**src/rtl/ps2_pkg.sv**
```systemverilog
// Shared types and constants for the PS/2 host-to-device transmitter.
package ps2_pkg;

  typedef enum logic [2:0] {
    IDLE,
    INHIBIT,
    SEND,
    ACK,
    WAIT_IDLE
  } state_t;

  localparam logic [3:0] LAST_DATA_IDX = 4'd7;
  localparam logic [3:0] PARITY_IDX    = 4'd8;
  localparam logic [3:0] STOP_IDX      = 4'd9;

  localparam logic [7:0] CMD_SET_LEDS = 8'hED;
  localparam logic [7:0] CMD_ENABLE   = 8'hF4;
  localparam logic [7:0] CMD_RESET    = 8'hFF;

endpackage

```
**src/rtl/ps2_sync.sv**
```systemverilog
// Two-flop synchronizer for one PS/2 line plus a falling-edge strobe.
module ps2_sync (
  input  logic clk,
  input  logic rst,
  input  logic raw,
  output logic sync,
  output logic fall
);

  logic meta;
  logic prev;

  // NOTE: flops reset to 1 because an idle open-drain line is pulled high;
  // resetting to 0 would fake a rising edge followed by a spurious state.
  always_ff @(posedge clk or posedge rst) begin
    if (rst) begin
      meta <= 1'b1;
      sync <= 1'b1;
      prev <= 1'b1;
    end else begin
      meta <= raw;
      sync <= meta;
      prev <= sync;
    end
  end

  assign fall = prev & ~sync;

endmodule

```
**src/rtl/ps2_tx.sv**
```systemverilog
// PS/2 host-to-device transmitter: inhibit, request-to-send, clock out one
// byte with odd parity and stop bit, then collect the device ACK.
module ps2_tx #(
  parameter int INHIBIT_CYCLES = 10000,
  parameter int TIMEOUT_CYCLES = 2000000
) (
  input  logic       clk_in,
  input  logic       rst_in,
  input  logic [7:0] data_in,
  input  logic       valid_in,
  output logic       ready_out,
  input  logic       ps2_clk_in,
  input  logic       ps2_data_in,
  output logic       ps2_clk_oe_out,
  output logic       ps2_data_oe_out,
  output logic       busy_out,
  output logic       done_out,
  output logic       error_out
);

  import ps2_pkg::*;

  localparam int IW = (INHIBIT_CYCLES > 1) ? $clog2(INHIBIT_CYCLES) : 1;
  localparam int TW = (TIMEOUT_CYCLES > 1) ? $clog2(TIMEOUT_CYCLES) : 1;
  localparam logic [IW-1:0] INH_LAST = IW'(INHIBIT_CYCLES - 1);
  localparam logic [TW-1:0] TO_LAST  = TW'(TIMEOUT_CYCLES - 1);

  state_t        state;
  logic [IW-1:0] inh_cnt;
  logic [TW-1:0] to_cnt;
  logic [3:0]    bit_idx;
  logic [7:0]    shift_reg;
  logic          parity;
  logic          ack_ok;

  logic clk_sync;
  logic clk_fall;
  logic data_sync;
  logic data_fall_unused;

  ps2_sync u_clk_sync (
    .clk  (clk_in),
    .rst  (rst_in),
    .raw  (ps2_clk_in),
    .sync (clk_sync),
    .fall (clk_fall)
  );

  ps2_sync u_data_sync (
    .clk  (clk_in),
    .rst  (rst_in),
    .raw  (ps2_data_in),
    .sync (data_sync),
    .fall (data_fall_unused)
  );

  // NOTE: all state and outputs use non-blocking assignment so every branch
  // reads the pre-edge values, exactly as the flops will in hardware.
  always_ff @(posedge clk_in or posedge rst_in) begin
    if (rst_in) begin
      state           <= IDLE;
      ps2_clk_oe_out  <= 1'b0;
      ps2_data_oe_out <= 1'b0;
      ready_out       <= 1'b1;
      busy_out        <= 1'b0;
      done_out        <= 1'b0;
      error_out       <= 1'b0;
      inh_cnt         <= '0;
      to_cnt          <= '0;
      bit_idx         <= '0;
      shift_reg       <= '0;
      parity          <= 1'b0;
      ack_ok          <= 1'b0;
    end else begin
      done_out  <= 1'b0;
      error_out <= 1'b0;

      case (state)
        IDLE: begin
          ps2_clk_oe_out  <= 1'b0;
          ps2_data_oe_out <= 1'b0;
          if (valid_in && ready_out) begin
            shift_reg      <= data_in;
            parity         <= ~^data_in;
            inh_cnt        <= '0;
            ps2_clk_oe_out <= 1'b1;
            ready_out      <= 1'b0;
            busy_out       <= 1'b1;
            state          <= INHIBIT;
          end
        end

        INHIBIT: begin
          if (inh_cnt == INH_LAST) begin
            ps2_data_oe_out <= 1'b1;
            ps2_clk_oe_out  <= 1'b0;
            to_cnt          <= '0;
            bit_idx         <= '0;
            state           <= SEND;
          end else begin
            inh_cnt <= inh_cnt + IW'(1);
          end
        end

        SEND, ACK, WAIT_IDLE: begin
          // Timeout outranks any edge seen in the same cycle.
          if (to_cnt == TO_LAST) begin
            ps2_clk_oe_out  <= 1'b0;
            ps2_data_oe_out <= 1'b0;
            error_out       <= 1'b1;
            ready_out       <= 1'b1;
            busy_out        <= 1'b0;
            state           <= IDLE;
          end else begin
            to_cnt <= to_cnt + TW'(1);
            case (state)
              SEND: begin
                if (clk_fall) begin
                  bit_idx <= bit_idx + 4'd1;
                  if (bit_idx <= LAST_DATA_IDX) begin
                    ps2_data_oe_out <= ~shift_reg[bit_idx[2:0]];
                  end else if (bit_idx == PARITY_IDX) begin
                    ps2_data_oe_out <= ~parity;
                  end else if (bit_idx == STOP_IDX) begin
                    ps2_data_oe_out <= 1'b0;
                    state           <= ACK;
                  end
                end
              end
              ACK: begin
                if (clk_fall) begin
                  ack_ok <= ~data_sync;
                  state  <= WAIT_IDLE;
                end
              end
              default: begin
                if (clk_sync && data_sync) begin
                  done_out  <= ack_ok;
                  error_out <= ~ack_ok;
                  ready_out <= 1'b1;
                  busy_out  <= 1'b0;
                  state     <= IDLE;
                end
              end
            endcase
          end
        end

        default: state <= IDLE;
      endcase
    end
  end

endmodule

```
**config.mk**
```make
export PLATFORM = sky130hd
export DESIGN_NAME = ps2_tx
export DESIGN_NICKNAME = d
export VERILOG_FILES = /design/src/rtl/ps2_pkg.sv /design/src/rtl/ps2_sync.sv /design/src/rtl/ps2_tx.sv
export SDC_FILE = /design/constraint.sdc
export NUM_CORES = 1
export LEC_CHECK = 0
export ABC_AREA = 0
export CORE_ASPECT_RATIO = 1.2
export CORE_MARGIN = 2
export CORE_UTILIZATION = 45
export CTS_CLUSTER_DIAMETER = 120
export DETAILED_ROUTE_END_ITERATION = 6
export GPL_TIMING_DRIVEN = 0
export HOLD_SLACK_MARGIN = 0.1
export SYNTH_ARGS = -nofsm -noshare
export SYNTH_HDL_FRONTEND = slang
export SYNTH_HIERARCHICAL = 1
export SYNTH_SLANG_ARGS = --single-unit
export TNS_END_PERCENT = 5
```
**constraint.sdc**
```tcl
create_clock -name clk_in -period 2.5 [get_ports clk_in]
set_input_delay 0.5 -clock clk_in [delete_from_list [all_inputs] [get_ports clk_in]]
set_output_delay 0.5 -clock clk_in [all_outputs]
set_load 0.005 [all_outputs]
```
### Word-level counts from Yosys, hierarchy flattened

Cells that the tools add are included.
W data, S select, Z words.

| storage, ports and cells | value |
|---|---|
| input port bits | 13 |
| output and inout bits | 6 |
| word-level logic and storage cells | 129 |
| register bits | 63 |

| cells by class | value |
|---|---|
| equality and inequality tests | 26 |
| multiplexer cells | 54 |
| $add $sub $neg | 3 |
| reduce and logical (&&, ||, !) cells | 19 |
| bitwise operators | 7 |
| $lt $le $gt $ge | 2 |

Operators with widths:

| cell | count |
|---|---|
| $mux W21 | 2 |
| $pmux W21 S2 | 1 |
| $mux W14 | 2 |
| $pmux W14 S2 | 1 |
| $mux W1 | 27 |
| $mux W3 | 9 |
| $add A21 B1 Y21 const B | 1 |
| $eq A21 B21 Y1 const B | 1 |
| $ne A4 B4 Y1 const B | 5 |
| $mux W4 | 4 |
| $add A14 B1 Y14 const B | 1 |
| $eq A14 B14 Y1 const B | 1 |
| $ne A2 B2 Y1 const B | 7 |
| $ne A3 B3 Y1 const B | 4 |
| $ne A5 B5 Y1 const B | 2 |
| $reduce_and A5 Y1 | 2 |
| $pmux W3 S3 | 1 |
| $reduce_and A3 Y1 | 3 |
| $eq A4 B4 Y1 const B | 2 |
| $pmux W4 S2 | 1 |
| $reduce_and A4 Y1 | 2 |
| $reduce_and A8 Y1 | 1 |
| $reduce_xnor A8 Y1 | 1 |
| $eq A3 B2 Y1 const B | 2 |
| other kinds (18) | 28 |

### Depth between registers and ports, before layout

| depth | value |
|---|---|
| depth in word-level cells | 8 |
| mapped depth | 8 |

### By module

The synthesis kept the hierarchy.

Modules (own cells, without submodules):

| module | instances | cells an instance | area each (µm²) |
|---|---|---|---|
| ps2_tx | 1 | 347 | 3,225.6 |
| ps2_sync | 2 | 5 | 96.3 |

### Least setup slack after synthesis

Ideal clock, no wire load.

| timing path | value |
|---|---|
| path type | register -> register |
| start point | reg inh_cnt[6] |
| end point | reg to_cnt[11] |
| period minus slack after synthesis | 2,179 ps |
| path slack | 321 ps |
| path buffers | 1 |
| arrival | 2,033 ps |
| data required time | 2,355 ps |
| library setup time | 145 ps |
| cell stages (with the launch flop) | 8 |
| path through | dfrtp_1 or4b_4 o41a_1 buf_6 nor2_4 o21ai_1 o21a_1 a2bb2oi_1 |

| on the way | value |
|---|---|
| cells in the longest elaborated chain, start to end | 3 |

RTL lines:

| item | RTL line | RTL |
|---|---|---|
| from (decl) | ps2_tx.sv:29 | `logic [IW-1:0] inh_cnt;` |
| from (signal assigned) | ps2_tx.sv:101 | `inh_cnt <= inh_cnt + IW'(1);` |
| $eq A14 B14 Y1 | ps2_tx.sv:94 | `if (inh_cnt == INH_LAST) begin` |
| $ne A2 B2 Y1 (no line) | - |  |
| $reduce_and A3 Y1 (no line) | - |  |
| to (signal assigned) | ps2_tx.sv:115 | `to_cnt <= to_cnt + TW'(1);` |
| to (decl) | ps2_tx.sv:30 | `logic [TW-1:0] to_cnt;` |

No other way between the ends.
A chain may end at the register's enable or synchronous reset.

### Worst setup path in the final report

| timing path | value |
|---|---|
| start point | reg inh_cnt[6] |
| end point | reg to_cnt[18] |

Same word-level chain as after synthesis.

==> results.yml <==
outcome:
  status: "finished clean"
clock_network:
  cts-htree-levels: 3
  ctsHoldBuffers: 0
  cts_tree: "yes"
  cts.sink_count: 63
  cts.clk_slew.worst_paths_ps: 70
  cts_buffers: 9
  root_buffer: "clkbuf_8"
  clkLatencyLatePin_ps: 350
  cts_max_path_buffers: 2
flow_run:
  maxCapViolCount: 0
cells_and_area:
  antenna_cells: 0
  drive_gt1_share_pct: 11.51
  nNetsFinal: 404
  finalNonFillerCells: 481
  largest_reg_flops: 21
  area_growth_pct: 17.04
drt:
  drtAntennaViolNets: 0
  routedWlPerCell_um: 15.84
  drc: 0
  drt_iter0_markers: 112
  vias_per_cell: 5.551
  totalWireLength_mm: 7.617
  num_vias: 2670
  dr.pass1.iters: 4
global_route:
  grt_pass1_wl_mm: 13.00
  grt_max_degree: 34
  overflow: 0
  grt_antenna_before_repair: 0
  grtUsageTotal_pct: 19.93
  first_global_vias: 2588
worst_setup_path:
  path_cells: "or4b_4 -> o41a_1 -> buf_6 -> nor2_1 -> o2111ai_1 -> xnor2_1 -> nor2b_1"
  crit_family: "simple AND/OR/NAND/NOR gates"
  cp_max_fo: 9
  crit_buf_inv: 1
  critical_path.max_stage_delay_ps: 590
  cp-start-kind: "flop"
  end_kind: "flop"
  cp.required_ps: 2760
  slowest_stage: "or4b_4"
  cp.arrival_ps: 2670
  path_class: "flop to flop"
logic_synthesis:
  syn_area_um2: 3378
  yosys_warnings: 6
  avgSynthCellArea_um2: 9.516
  postSynthCellCount: 355
  synth_nets: 373
floorplanning:
  dieArea_um2: 8219
  core_area_um2: 7274
  die_w_um: 83.10
  rows: 34
  initial_core_util_pct: 46.44
  die_h_um: 98.92
  pin_count: 19
sta:
  drv_slew: 0
  worst_pin_slew_ps: 585.6
  period_minus_slack_ps: 2410
  post-route-period-util_pct: 96.38
  maxSlewHeadroom_pct: 60.91
  finClkSkew_ps: 13.41
  worst_slack_ps: 90.47
  hold_ws_ps: 356.6
  fin_tns_setup_ps: 0
  fmaxAchievable_mhz: 415.0
  rsz0062_at_grt: "yes"
  finalSetupViolCount: 0
  hold_viol: 0
place:
  finalWeightedCongestion: 0.8333
  dp_slack_ps: -319.4
  hpwl_mm: 5.392
  portBuffers: 18
  dp.cells: 464
min_path:
  hold_class: "flop to flop"
pwr:
  irDropWorstVdd_v: 0.0003826
  p_per_area_nw_per_um2: 752.1
  p_leak_nw: 1.741
## per-stage QoR
| step | total power [mW] | instance area, µm² | util, % |
|---|---|---|---|
| final | 2.974 | 3954 | 54.35 |
| after CTS | 2.986 | 3926 | 53.97 |
| after detailed placement | 2.002 | 3691 | 50.74 |
| after floorplan | 1.764 | 3378 | - |
| after global placement | 1.982 | 3671 | 50.46 |
| after global routing | 3.146 | 3954 | 54.35 |
## final cells by class
type / instances / area (µm²)
fill: 671 / 3321
multi-input combinational: 265 / 1710
sequential: 63 / 1584
timing repair buffer: 20 / 207.7
clock buffer: 14 / 182.7
tap: 90 / 112.6
buffer: 12 / 62.56
inverter: 15 / 56.30
clock inverter: 2 / 37.54
## placed cells by master (no fill, tap or decap), types with 3 or more instances in the layout
cell type	instances
nor4_1	3
nor3_1	7
o2111ai_1	5
a31oi_1	6
nand3_1	18
and4_1	5
clkbuf_1	6
xor2_1	13
inv_1	14
buf_2	4
clkbuf_8	13
ha_1	5
a21oi_1	10
dfstp_2	6
o21ai_0	15
dfrtp_1	57
and3_1	8
a2bb2oi_1	3
o211ai_1	7
nand4_1	3
nor2b_1	8
clkdlybuf4s50_1	18
or3_1	4
nor2_1	32
xnor2_1	19
a21o_1	5
nand2_1	47
and2_1	5
o21a_1	4
## per-layer routing
metal | up-vias | share of wire, % | global-route usage, %
met2 | 38 | 48 | 31.39
met4 | 0 | 1.5 | 7.188
li1 | 1317 | - | -
met3 | 10 | 2.8 | 4.271
met1 | 1305 | 48 | 27.28
met5 | - | 0 | 0
## power breakdown
part	switching, mW	internal, mW	total [mW]
Sequential	0.135	1.18	1.32
Clock	0.399	0.570	0.969
Combinational	0.404	0.282	0.686
Total	0.938	2.04	2.97
## worst paths after layout
check	start	end	slack [ps]	depth (start not counted)
max reg2reg	inh_cnt[6]	to_cnt[18]	90	7
min reg2reg	u_clk_sync/meta	u_clk_sync/sync	360	0
max	inh_cnt[6]	to_cnt[18]	90	7
min	u_clk_sync/meta	u_clk_sync/sync	360	0
max in group asynchronous	rst_in	ready_out	1270	3
min in group asynchronous	rst_in	u_data_sync/meta	550	2
## what timing repair did
item | in CTS | in global routing
pin swaps | 0 | 1
resized for setup | 2 | 6
buffers inserted | 0 | 1
hold endpoints to repair | 0 | 0
endpoints found under the setup margin | 19 | 19
## worst register-to-register path, stage by stage, from the launching register on
cell	delay [ps]
dfrtp_1	420
or4b_4	590
o41a_1	440
buf_6	160
nor2_1	160
o2111ai_1	180
xnor2_1	220
nor2b_1	160
(Power assumes the default switching activity.)
